--- src/rtl/uart_tx_serializer_if.sv ---
// uart_tx_serializer_if: word handshake between the TX FIFO / bus side
// (master) and the UART transmit engine (slave).
`timescale 1ns/1ps

interface uart_tx_serializer_if #(
  parameter int DATA_W = 8
);
  logic [DATA_W-1:0] tx_data;
  logic              tx_valid;
  logic              tx_ready;

  modport master (
    output tx_data,
    output tx_valid,
    input  tx_ready
  );

  modport slave (
    input  tx_data,
    input  tx_valid,
    output tx_ready
  );
endinterface

--- src/rtl/uart_tx_serializer.sv ---
// uart_tx_serializer: UART transmit engine. Accepts a word over a
// valid/ready handshake and serialises start bit, DATA_W data bits (LSB
// first), optional parity and 1 or 2 stop bits on sdo, with bit timing
// from an internal clocks-per-bit divider.
// Optional feature macro: UART_TX_BREAK_EN (adds tx_break input and a
// BREAK state that holds sdo low, followed by one bit time of mark).
`timescale 1ns/1ps

module uart_tx_serializer #(
  parameter int DATA_W = 8,
  parameter int DIV_W  = 16
) (
  input  logic                clk,
  input  logic                rst,
  uart_tx_serializer_if.slave tx_bus,
  input  logic [DIV_W-1:0]    baud_div,
  input  logic                parity_en,
  input  logic                parity_odd,
  input  logic                two_stop,
`ifdef UART_TX_BREAK_EN
  input  logic                tx_break,
`endif
  output logic                sdo,
  output logic                busy,
  output logic                tx_done
);

  // Shift register holds every bit after the start bit: data plus one slot
  // that carries parity (or a stop bit when parity is off). It refills with
  // 1s, so the remaining stop bits fall out of it naturally.
  localparam int              FRAME_W   = DATA_W + 1;
  localparam logic [3:0]      DATA_BITS = 4'(DATA_W);
  localparam logic [DIV_W-1:0] DIV_ZERO = {DIV_W{1'b0}};
  localparam logic [DIV_W-1:0] DIV_ONE  = {{(DIV_W-1){1'b0}}, 1'b1};

  typedef enum logic [1:0] {
    ST_IDLE  = 2'd0,
    ST_SEND  = 2'd1
`ifdef UART_TX_BREAK_EN
    , ST_BREAK = 2'd2
`endif
  } state_t;

  // Parity over the data bits; odd mode inverts the even result.
  function automatic logic parity_bit(input logic [DATA_W-1:0] data,
                                      input logic              odd);
    parity_bit = (^data) ^ odd;
  endfunction

  // Bits following the start bit, as loaded into the shift register.
  function automatic logic [FRAME_W-1:0] load_frame(input logic [DATA_W-1:0] data,
                                                    input logic              par_en,
                                                    input logic              odd);
    load_frame = {(par_en ? parity_bit(data, odd) : 1'b1), data};
  endfunction

  state_t             state_r, state_nx;
  logic               sdo_r, sdo_nx;
  logic               busy_r, busy_nx;
  logic               done_r, done_nx;
  logic [FRAME_W-1:0] shift_r, shift_nx;
  logic [3:0]         bits_r, bits_nx;
  logic [DIV_W-1:0]   timer_r, timer_nx;
  logic [DIV_W-1:0]   reload_r, reload_nx;
  logic               mab_r, mab_nx;

  logic               break_req_s;
  logic               tx_ready_s;
  logic               accept_s;
  logic [DIV_W-1:0]   div_eff_s;
  logic [DIV_W-1:0]   div_reload_s;
  logic [3:0]         frame_bits_s;

`ifdef UART_TX_BREAK_EN
  assign break_req_s = tx_break;
`else
  assign break_req_s = 1'b0;
`endif

  // A divider of 0 behaves as 1; the timer counts D-1 down to 0.
  assign div_eff_s    = (baud_div == DIV_ZERO) ? DIV_ONE : baud_div;
  assign div_reload_s = div_eff_s - DIV_ONE;
  // Bits still to send after the start bit: data, parity, stop(s).
  assign frame_bits_s = DATA_BITS + {3'b000, parity_en} + (two_stop ? 4'd2 : 4'd1);

  // Ready in IDLE, or in the very last cycle of the last stop bit so a
  // following word starts with no idle gap; a pending break blocks it.
  always_comb begin
    tx_ready_s = 1'b0;
    case (state_r)
      ST_IDLE: tx_ready_s = ~break_req_s;
      ST_SEND: tx_ready_s = (timer_r == DIV_ZERO) && (bits_r == 4'd0) && ~break_req_s;
      default: tx_ready_s = 1'b0;
    endcase
  end

  assign accept_s       = tx_ready_s & tx_bus.tx_valid;
  assign tx_bus.tx_ready = tx_ready_s;

  // Next-state and next-output logic for the transmit FSM.
  always_comb begin
    state_nx  = state_r;
    sdo_nx    = sdo_r;
    busy_nx   = busy_r;
    done_nx   = 1'b0;
    shift_nx  = shift_r;
    bits_nx   = bits_r;
    timer_nx  = timer_r;
    reload_nx = reload_r;
    mab_nx    = mab_r;

    case (state_r)
      ST_IDLE: begin
        if (break_req_s) begin
`ifdef UART_TX_BREAK_EN
          state_nx = ST_BREAK;
          sdo_nx   = 1'b0;
          busy_nx  = 1'b1;
          mab_nx   = 1'b0;
`else
          state_nx = ST_IDLE;
          sdo_nx   = 1'b1;
          busy_nx  = 1'b0;
`endif
        end else if (accept_s) begin
          state_nx  = ST_SEND;
          sdo_nx    = 1'b0;
          busy_nx   = 1'b1;
          shift_nx  = load_frame(tx_bus.tx_data, parity_en, parity_odd);
          bits_nx   = frame_bits_s;
          timer_nx  = div_reload_s;
          reload_nx = div_reload_s;
        end else begin
          sdo_nx  = 1'b1;
          busy_nx = 1'b0;
        end
      end

      ST_SEND: begin
        busy_nx = 1'b1;
        if (timer_r != DIV_ZERO) begin
          timer_nx = timer_r - DIV_ONE;
        end else if (bits_r != 4'd0) begin
          sdo_nx   = shift_r[0];
          shift_nx = {1'b1, shift_r[FRAME_W-1:1]};
          bits_nx  = bits_r - 4'd1;
          timer_nx = reload_r;
        end else begin
          done_nx = 1'b1;
          if (accept_s) begin
            state_nx  = ST_SEND;
            sdo_nx    = 1'b0;
            shift_nx  = load_frame(tx_bus.tx_data, parity_en, parity_odd);
            bits_nx   = frame_bits_s;
            timer_nx  = div_reload_s;
            reload_nx = div_reload_s;
          end else begin
            state_nx = ST_IDLE;
            sdo_nx   = 1'b1;
            busy_nx  = 1'b0;
          end
        end
      end

`ifdef UART_TX_BREAK_EN
      ST_BREAK: begin
        busy_nx = 1'b1;
        if (!mab_r) begin
          if (tx_break) begin
            sdo_nx = 1'b0;
          end else begin
            mab_nx   = 1'b1;
            sdo_nx   = 1'b1;
            timer_nx = div_reload_s;
          end
        end else if (timer_r != DIV_ZERO) begin
          timer_nx = timer_r - DIV_ONE;
        end else begin
          state_nx = ST_IDLE;
          busy_nx  = 1'b0;
          mab_nx   = 1'b0;
          sdo_nx   = 1'b1;
        end
      end
`endif

      default: begin
        state_nx = ST_IDLE;
        sdo_nx   = 1'b1;
        busy_nx  = 1'b0;
        mab_nx   = 1'b0;
      end
    endcase
  end

  // State and output registers; reset forces the line to mark at once.
  always_ff @(posedge clk or negedge rst) begin
    if (!rst) begin
      state_r  <= ST_IDLE;
      sdo_r    <= 1'b1;
      busy_r   <= 1'b0;
      done_r   <= 1'b0;
      shift_r  <= {FRAME_W{1'b1}};
      bits_r   <= 4'd0;
      timer_r  <= DIV_ZERO;
      reload_r <= DIV_ZERO;
      mab_r    <= 1'b0;
    end else begin
      state_r  <= state_nx;
      sdo_r    <= sdo_nx;
      busy_r   <= busy_nx;
      done_r   <= done_nx;
      shift_r  <= shift_nx;
      bits_r   <= bits_nx;
      timer_r  <= timer_nx;
      reload_r <= reload_nx;
      mab_r    <= mab_nx;
    end
  end

  assign sdo     = sdo_r;
  assign busy    = busy_r;
  assign tx_done = done_r;

endmodule
--- src/flat_wrapper.sv ---
// flat-port wrapper written by rule: the top's interface ports become plain ports
module uart_tx_serializer_flat 
#(
  parameter int DATA_W = 8,
  parameter int DIV_W  = 16
)
  (clk, rst, baud_div, parity_en, parity_odd, two_stop, sdo, busy, tx_done, tx_bus_tx_data, tx_bus_tx_valid, tx_bus_tx_ready);
  uart_tx_serializer_if #(.DATA_W(DATA_W)) tx_bus_i ();
  input  logic clk;
  input  logic rst;
  input  logic [DIV_W-1:0] baud_div;
  input  logic parity_en;
  input  logic parity_odd;
  input  logic two_stop;
  output logic sdo;
  output logic busy;
  output logic tx_done;
  input wire logic [$bits(tx_bus_i.tx_data)-1:0] tx_bus_tx_data;
  input wire logic [$bits(tx_bus_i.tx_valid)-1:0] tx_bus_tx_valid;
  output wire logic [$bits(tx_bus_i.tx_ready)-1:0] tx_bus_tx_ready;
  assign tx_bus_i.tx_data = tx_bus_tx_data;
  assign tx_bus_i.tx_valid = tx_bus_tx_valid;
  assign tx_bus_tx_ready = tx_bus_i.tx_ready;
  uart_tx_serializer #(.DATA_W(DATA_W), .DIV_W(DIV_W)) u_core (.clk(clk), .rst(rst), .tx_bus(tx_bus_i), .baud_div(baud_div), .parity_en(parity_en), .parity_odd(parity_odd), .two_stop(two_stop), .sdo(sdo), .busy(busy), .tx_done(tx_done));
endmodule
--- config.mk ---
export PLATFORM = sky130hd
export DESIGN_NAME = uart_tx_serializer_flat
export DESIGN_NICKNAME = d
export VERILOG_FILES = /design/src/rtl/uart_tx_serializer_if.sv /design/src/rtl/uart_tx_serializer.sv /design/src/flat_wrapper.sv
export SDC_FILE = /design/constraint.sdc
export NUM_CORES = 1
export LEC_CHECK = 0
export BUFFER_PORTS_ARGS = -buffer_cell sky130_fd_sc_hd__buf_2
export CORE_ASPECT_RATIO = 0.9
export CORE_UTILIZATION = 59
export CTS_CLUSTER_DIAMETER = 30
export DETAILED_ROUTE_END_ITERATION = 10
export GPL_ROUTABILITY_DRIVEN = 0
export PLACE_DENSITY = 0.83
export SYNTH_ARGS = -nofsm -noshare
export SYNTH_HDL_FRONTEND = slang
export SYNTH_SLANG_ARGS = --single-unit
--- constraint.sdc ---
create_clock -name clk -period 2.26 [get_ports clk]
set_input_delay 0.113 -clock clk [delete_from_list [all_inputs] [get_ports clk]]
set_output_delay 0.113 -clock clk [all_outputs]
set_load 0.005 [all_outputs]
==> impl_metrics.sql, run 1 <==
INSERT INTO impl_metrics (metric_group, metric, value, unit) VALUES
('synth', 'synth_area_leader_cell', 'sky130_fd_sc_hd__dfrtp_1', ''),
('timing', 'min_period_over_period', '0.987', ''),
('cts', 'cts_root_buf', 'sky130_fd_sc_hd__clkbuf_8', ''),
('synth', 'syn-mean-instance-area', '9.03', 'um2'),
('global_route', 'global_route.usage.total', '0.327', ''),
('die', 'floorplan.die.height', '69.9', 'um'),
('cells_and_area', 'postLayoutCellArea', '3600', 'um2'),
('cts', 'post-cts-setup-buffer-count', '0', ''),
('global_route', 'number_of_global_route_vias_before_repair', '2870', ''),
('power_and_ir_drop', 'power.total', '1.89', 'mW'),
('worst_setup_path', 'critPathLaunchType', 'flop', ''),
('run_status', 'failed_checks', 'hold timing', ''),
('synth', 'synth_compound_gate_area_share', '0.212', ''),
('place', 'place_hpwl', '6110', 'um'),
('synth', 'syn_nets', '370', ''),
('hold_path', 'holdPathStages', '2', ''),
('synth', 'muxShareOfSynthArea', '0.0244', ''),
('hold_path', 'hold_end', 'u_core.shift_r[8]', ''),
('synth', 'async_reset_ff_frac', '1.00', ''),
('timing', 'report.final.hold_viol_count', '1', ''),
('die', 'row_count', '24', ''),
('detailed_routing', 'ant_nets', '0', ''),
('hold_path', 'hold_path.class', 'input pin to flop', ''),
('place', 'postPlaceCellArea', '3450', 'um2'),
('cts', 'ctsHtreeMaxLevel', '2', ''),
('cts', 'cts-buffers-inserted', '5', ''),
('detailed_routing', 'route.detailed.vias_per_inst', '6.51', ''),
('die', 'placeableCoreArea', '4890', 'um2'),
('timing', 'finalSetupViolCount', '0', ''),
('worst_setup_path', 'r2r_slack', '30', 'ps'),
('power_and_ir_drop', 'p_per_area', '524', 'nW/um2'),
('hold_path', 'worstHoldStart', 'parity_en', ''),
('cts', 'tritoncts_clock_tree', 'done', ''),
('detailed_routing', 'num_vias', '2983', ''),
('timing', 'rsz0062_at_grt', 'yes', ''),
('worst_setup_path', 'critical_path_end_type', 'flop', ''),
('synth', 'largest_family_of_logic_cells_by_synthesized_area', 'simple AND/OR/NAND/NOR gates', ''),
('die', 'fp.dieArea', '5420', 'um2'),
('cells_and_area', 'antenna-diode-count', '0', ''),
('place', 'port-buffer-count', '33', ''),
('cts', 'numClockSinks', '49', ''),
('detailed_routing', 'drt_pass1_iterations', '5', ''),
('cts', 'worst_setup_hold_path_clk_slew', '100', 'ps'),
('synth', 'netlist-cell-type-count', '62', ''),
('run_status', 'outcome', 'finished, violations left', ''),
('cells_and_area', 'share_of_layout_cells_above_drive_strength_1', '0.260', ''),
('synth', 'synth_fa_ha_area_frac', '0.0207', ''),
('timing', 'timing.clock.skew', '8.57', 'ps'),
('timing', 'period_needed', '2230', 'ps'),
('synth', 'synth_top_area_share', '0.322', ''),
('synth', 'synthesis.yosys.warnings', '0', ''),
('detailed_routing', 'detail_route.drc_violations', '0', ''),
('synth', 'synth_ff_type', 'sky130_fd_sc_hd__dfrtp_1', ''),
('cts', 'latest_clock_arrival_within_the_worst_skew_pair', '320', 'ps'),
('timing', 'hold-worst-slack', '-4.42', 'ps'),
('synth', 'synth_area_leaders', 'sky130_fd_sc_hd__dfrtp_1 32%, sky130_fd_sc_hd__dfstp_2 8.7%, sky130_fd_sc_hd__nor2_1 5.7%', ''),
('cells_and_area', 'layout_area_growth_over_synthesis', '19.0', '%'),
('cts', 'clock_path_buffers', '2', ''),
('detailed_routing', 'detailedRoute.firstIterationViolations', '316', ''),
('power_and_ir_drop', 'power.ir.vdd_worst', '0.000328', 'V'),
('timing', 'worst_slack', '28.7', 'ps'),
('worst_setup_path', 'critical_path.reg2reg.startpoint', 'u_core.timer_r[0]', ''),
('die', 'boundaryPins', '34', ''),
('synth', 'synthesis.instances', '335', ''),
('cells_and_area', 'final_util', '0.736', ''),
('synth', 'synth-edff-count', '0', ''),
('power_and_ir_drop', 'power.leakage', '1.52', 'nW'),
('global_route', 'wire_length_of_the_first_global_routing_pass', '13500', 'um'),
('run', 'maxCapViolCount', '0', ''),
('timing', 'worst_slew_pin_tran', '572', 'ps'),
('global_route', 'maximum_number_of_pins_on_one_net_before_global_route_repair', '24', '');
timing repair:
item                       in CTS  in global routing
resized for setup               1                  3
hold buffers                    1                  0
cloned                          0                  0
hold endpoints to repair       19                  0
setup endpoints to repair       1                 10
synthesized netlist by cell type, types with 9 or more instances:
library cell / number
sky130_fd_sc_hd__a21oi_1: 34
sky130_fd_sc_hd__dfrtp_1: 39
sky130_fd_sc_hd__nor3_1: 13
sky130_fd_sc_hd__nor2_1: 46
sky130_fd_sc_hd__o21ai_0: 15
sky130_fd_sc_hd__dfstp_2: 10
sky130_fd_sc_hd__xnor2_1: 13
sky130_fd_sc_hd__o22ai_1: 13
sky130_fd_sc_hd__xor2_1: 10
sky130_fd_sc_hd__nand2_1: 14
sky130_fd_sc_hd__nand3_1: 9
sky130_fd_sc_hd__inv_1: 11
report_power, final:
group          switching (mW)  internal (mW)  leakage, nW
Combinational           0.108         0.0890        0.874
Sequential             0.0196          0.901        0.581
Clock                   0.323          0.445       0.0687
cells by family after synthesis:
family,after synthesis
AOI/OAI and AO/OA,100
adders and majority gates,5
muxes,7
xor gates and xnor gates,23
buffers and inverters,28
and+or+nand+nor,123
DFF,49
placed cells by master, fill, tap and decap left out, types with 2 or more instances in the layout:
cell type,instances
sky130_fd_sc_hd__nor3_1,13
sky130_fd_sc_hd__o21ai_0,15
sky130_fd_sc_hd__nor4_4,2
sky130_fd_sc_hd__buf_2,33
sky130_fd_sc_hd__nor4_2,2
sky130_fd_sc_hd__dfstp_2,10
sky130_fd_sc_hd__nor3b_1,4
sky130_fd_sc_hd__clkbuf_8,5
sky130_fd_sc_hd__xor2_1,10
sky130_fd_sc_hd__o21ai_1,3
sky130_fd_sc_hd__o221a_2,2
sky130_fd_sc_hd__mux2i_1,4
sky130_fd_sc_hd__o21a_1,2
sky130_fd_sc_hd__ha_1,5
sky130_fd_sc_hd__bufinv_16,2
sky130_fd_sc_hd__a2bb2oi_1,4
sky130_fd_sc_hd__a211oi_1,3
sky130_fd_sc_hd__a221oi_1,2
sky130_fd_sc_hd__a21oi_1,33
sky130_fd_sc_hd__xnor2_1,13
sky130_fd_sc_hd__or4_1,3
sky130_fd_sc_hd__o31ai_1,3
sky130_fd_sc_hd__inv_1,10
sky130_fd_sc_hd__nor4_1,8
sky130_fd_sc_hd__mux2_2,3
sky130_fd_sc_hd__a41oi_1,2
sky130_fd_sc_hd__nand4b_1,3
sky130_fd_sc_hd__nor2_1,46
sky130_fd_sc_hd__nand2_1,14
sky130_fd_sc_hd__dfrtp_1,39
sky130_fd_sc_hd__nand4_1,3
sky130_fd_sc_hd__o22ai_1,13
sky130_fd_sc_hd__and3_1,3
sky130_fd_sc_hd__o211ai_1,3
sky130_fd_sc_hd__buf_4,32
sky130_fd_sc_hd__a22oi_1,2
sky130_fd_sc_hd__nand3_1,9
area by class of cell:
type,instances,area (um2)
clock buffers,5,68.8
clock inverters,3,68.8
fillers,368,1290
inverters,11,41.3
multi-input cells,258,1670
flip-flops and latches,49,1240
well taps,65,81.3
repair buffers,67,435
state kept, by name, indices dropped and copies added (netlist names):
register / cells
u_core.reload_r: 16
u_core.timer_r: 16
u_core.shift_r: 9
u_core.bits_r: 4
u_core.busy: 1
u_core.sdo: 1
u_core.state_r: 1
u_core.tx_done: 1
routing by layer:
| metal | vias to the layer above | track usage | wire length [um] |
|---|---|---|---|
| li1 | 1361 | - | - |
| met1 | 1407 | 0.435 | 3520 |
| met4 | 0 | 0.172 | 283 |
| met5 | - | 0 | 0 |
| met2 | 182 | 0.506 | 3780 |
| met3 | 33 | 0.0601 | 723 |
per-stage QoR:
stage          TNS, ps  instances
2_1_floorplan        0        335
3_3_place_gp         0        449
3_5_place_dp         0        449
4_1_cts              0        458
5_1_grt          -85.1        458
6_report             0        458
how the worst max path moves through the flow:
stage	from	end	slack, ps	cells after the start
final	u_core.timer_r[0]	u_core.timer_r[15]	30	6
after global routing	u_core.timer_r[0]	u_core.timer_r[15]	-70	6
after CTS	u_core.timer_r[1]	tx_bus_tx_ready	7	7
after detailed placement	baud_div[2]	u_core.timer_r[12]	120	10
after global placement	baud_div[2]	u_core.timer_r[12]	120	10
after floorplan	u_core.bits_r[0]	u_core.timer_r[11]	250	7
critical path: stages (launching register included):
cell	delay [ps]
sky130_fd_sc_hd__dfrtp_1	390
sky130_fd_sc_hd__buf_4	150
sky130_fd_sc_hd__nor4_1	530
sky130_fd_sc_hd__nand2_1	260
sky130_fd_sc_hd__nor4_1	390
sky130_fd_sc_hd__o21ai_0	170
sky130_fd_sc_hd__a32oi_1	250
Power figures use the tool's default switching activity.
==> run 2: changes to the inputs <==
==> constraint.sdc (replaced) <==
create_clock -name clk -period 2.26 [get_ports clk]
set_input_delay 0.339 -clock clk [delete_from_list [all_inputs] [get_ports clk]]
set_output_delay 0.339 -clock clk [all_outputs]
set_load 0.005 [all_outputs]
==> impl_metrics.sql, run 2 (synthesis gave the netlist of run 1 again) <==
INSERT INTO impl_metrics (metric_group, metric, value, unit) VALUES
('cts', 'tritoncts_clock_tree', 'done', ''),
('power_and_ir_drop', 'power.leakage', '1.62', 'nW'),
('global_route', 'antenna_found_initial', '0', ''),
('timing', 'min_period_over_period', '0.970', ''),
('cts', 'numClockSinks', '49', ''),
('cts', 'ctsHtreeMaxLevel', '2', ''),
('worst_setup_path', 'timing.setup.critical_path_class', 'flop to flop', ''),
('global_route', 'maximum_number_of_pins_on_one_net_before_global_route_repair', '27', ''),
('detailed_routing', 'ant_nets', '0', ''),
('cells_and_area', 'layout_area_growth_over_synthesis', '24.9', '%'),
('detailed_routing', 'drt_pass1_iterations', '7', ''),
('timing', 'timing.clock.skew', '10.1', 'ps'),
('power_and_ir_drop', 'p_per_area', '447', 'nW/um2'),
('place', 'postPlaceCellArea', '3590', 'um2'),
('cts', 'cts-buffers-inserted', '5', ''),
('cells_and_area', 'layout_commonest_cell', 'sky130_fd_sc_hd__buf_4', ''),
('timing', 'finalSetupViolCount', '0', ''),
('worst_setup_path', 'critPathLaunchType', 'flop', ''),
('detailed_routing', 'route.detailed.vias_per_inst', '6.43', ''),
('timing', 'rsz0062_at_grt', 'no', ''),
('timing', 'timing_max_transition_violations_final', '0', ''),
('global_route', 'busiest_layer_in_global_routing', 'met2', ''),
('cts', 'cts_root_buf', 'sky130_fd_sc_hd__clkbuf_8', ''),
('global_route', 'wire_length_of_the_first_global_routing_pass', '13600', 'um'),
('global_route', 'number_of_global_route_vias_before_repair', '2876', ''),
('die', 'floorplan.die.height', '69.9', 'um'),
('run', 'maxCapViolCount', '0', ''),
('cts', 'clock_path_buffers', '2', ''),
('timing', 'fin_setup_tns', '0', 'ps'),
('global_route', 'gr-usage-met3', '0.0850', ''),
('die', 'placeableCoreArea', '4890', 'um2'),
('cells_and_area', 'reg_top3', 'u_core.reload_r (16), u_core.timer_r (16), u_core.shift_r (9)', ''),
('worst_setup_path', 'critical_path_end_type', 'flop', ''),
('worst_setup_path', 'critical_path.max_fanout', '21', ''),
('timing', 'worst_slew_pin_tran', '590', 'ps'),
('die', 'row_count', '24', ''),
('cells_and_area', 'postLayoutCellArea', '3780', 'um2'),
('timing', 'max_freq', '456', 'MHz'),
('detailed_routing', 'detail_route.drc_violations', '0', ''),
('detailed_routing', 'num_vias', '3072', ''),
('worst_setup_path', 'crit_required', '2490', 'ps'),
('timing', 'period_needed', '2190', 'ps'),
('cells_and_area', 'n_fill_cell', '335', ''),
('cells_and_area', 'antenna-diode-count', '0', ''),
('cells_and_area', 'final_cell_mix', '52 x sky130_fd_sc_hd__buf_4, 46 x sky130_fd_sc_hd__nor2_1, 38 x sky130_fd_sc_hd__dfrtp_1', ''),
('global_route', 'grt.overflow.total', '0', ''),
('power_and_ir_drop', 'power.ir.vdd_worst', '0.000248', 'V'),
('die', 'horizontal_die_dimension', '77.5', 'um'),
('place', 'port-buffer-count', '33', ''),
('die', 'fp.dieArea', '5420', 'um2'),
('cells_and_area', 'design.final.nets', '447', ''),
('cts', 'ctsHoldBuffers', '0', ''),
('cells_and_area', 'share_of_layout_cells_above_drive_strength_1', '0.317', ''),
('detailed_routing', 'detailedRoute.firstIterationViolations', '308', ''),
('cts', 'latest_clock_arrival_within_the_worst_skew_pair', '320', 'ps'),
('global_route', 'grt.met1_usage', '0.423', ''),
('detailed_routing', 'wl_per_cell', '18.2', 'um'),
('cts', 'worst_setup_hold_path_clk_slew', '100', 'ps'),
('global_route', 'groute.layer.met2.usage', '0.516', ''),
('run_status', 'outcome', 'completed', ''),
('die', 'boundaryPins', '34', ''),
('place', 'place_hpwl', '6180', 'um'),
('timing', 'slew_headroom', '0.604', ''),
('detailed_routing', 'routed_wl', '8680', 'um'),
('timing', 'report.final.hold_viol_count', '0', ''),
('global_route', 'global_route.usage.total', '0.323', ''),
('worst_setup_path', 'critPathArrivalTime', '2420', 'ps'),
('hold_path', 'hold_path.class', 'input pin to asynchronous set/reset pin', ''),
('die', 'initial_utilization', '0.618', '');
-- run 2: layout make-up --
type	count	area, um2	area share
Clock buffer	5	68.8	0.0182
Clock inverter	3	21.3	0.00563
Inverter	11	41.3	0.0109
Multi-Input combinational cell	258	1730	0.458
Sequential cell	49	1240	0.328
Tap cell	65	81.3	0.0215
Timing Repair Buffer	87	596	0.158
-- run 2: worst max-delay path: stages, from the launching register on --
cell and delay (ps):
sky130_fd_sc_hd__dfrtp_1 400, sky130_fd_sc_hd__inv_1 90, sky130_fd_sc_hd__ha_1 220, sky130_fd_sc_hd__nor3b_4 220
sky130_fd_sc_hd__buf_4 160, sky130_fd_sc_hd__nand4_2 130, sky130_fd_sc_hd__a21oi_4 260, sky130_fd_sc_hd__buf_12 190
sky130_fd_sc_hd__o211ai_1 190, sky130_fd_sc_hd__a32oi_1 250
-- run 2: worst paths after layout --
check                                   from                 end  slack (ps)  cells past startpoint
setup / recovery           u_core.timer_r[0]  u_core.timer_r[15]          70                      9
hold / removal                           rst    u_core.bits_r[3]           5                      1
setup reg to reg           u_core.timer_r[0]  u_core.timer_r[15]          70                      9
hold reg to reg            u_core.shift_r[3]   u_core.shift_r[3]         510                      2
max in group asynchronous                rst   u_core.shift_r[0]        1640                      2
min in group clk                   parity_en   u_core.shift_r[8]         230                      2
-- run 2: layer usage --
layer | share of wire | wire (um)
met1 | 0.41 | 3570
met2 | 0.48 | 4130
met3 | 0.090 | 779
met4 | 0.023 | 201
met5 | 0 | 0
-- run 2: repair_timing --
action / in CTS / in global routing
pin swaps: 0 / 1
endpoints found under the setup margin: 2 / 6
resized for setup: 6 / 11
buffers inserted: 1 / 3
gates cloned: 0 / 0
-- run 2: power by group --
part	total, mW	internal [mW]	switching [mW]	leakage, nW
sequential	0.926	0.901	0.0246	0.580
clock	0.538	0.220	0.318	0.0445
combinational	0.224	0.108	0.115	0.995
-- run 2: stage by stage --
step / power (mW) / setup slack, ps / utilization / instances / hold WS, ps
2_1_floorplan: 1.03 / 130 / - / 335 / 43.4
3_3_place_gp: 1.14 / -2.38 / 0.733 / 466 / 372
3_5_place_dp: 1.15 / -139 / 0.733 / 466 / 362
4_1_cts: 1.68 / 8.06 / 0.757 / 475 / 22.1
5_1_grt: 1.75 / 0.462 / 0.772 / 478 / 48.1
6_report: 1.69 / 66.8 / 0.772 / 478 / 4.62
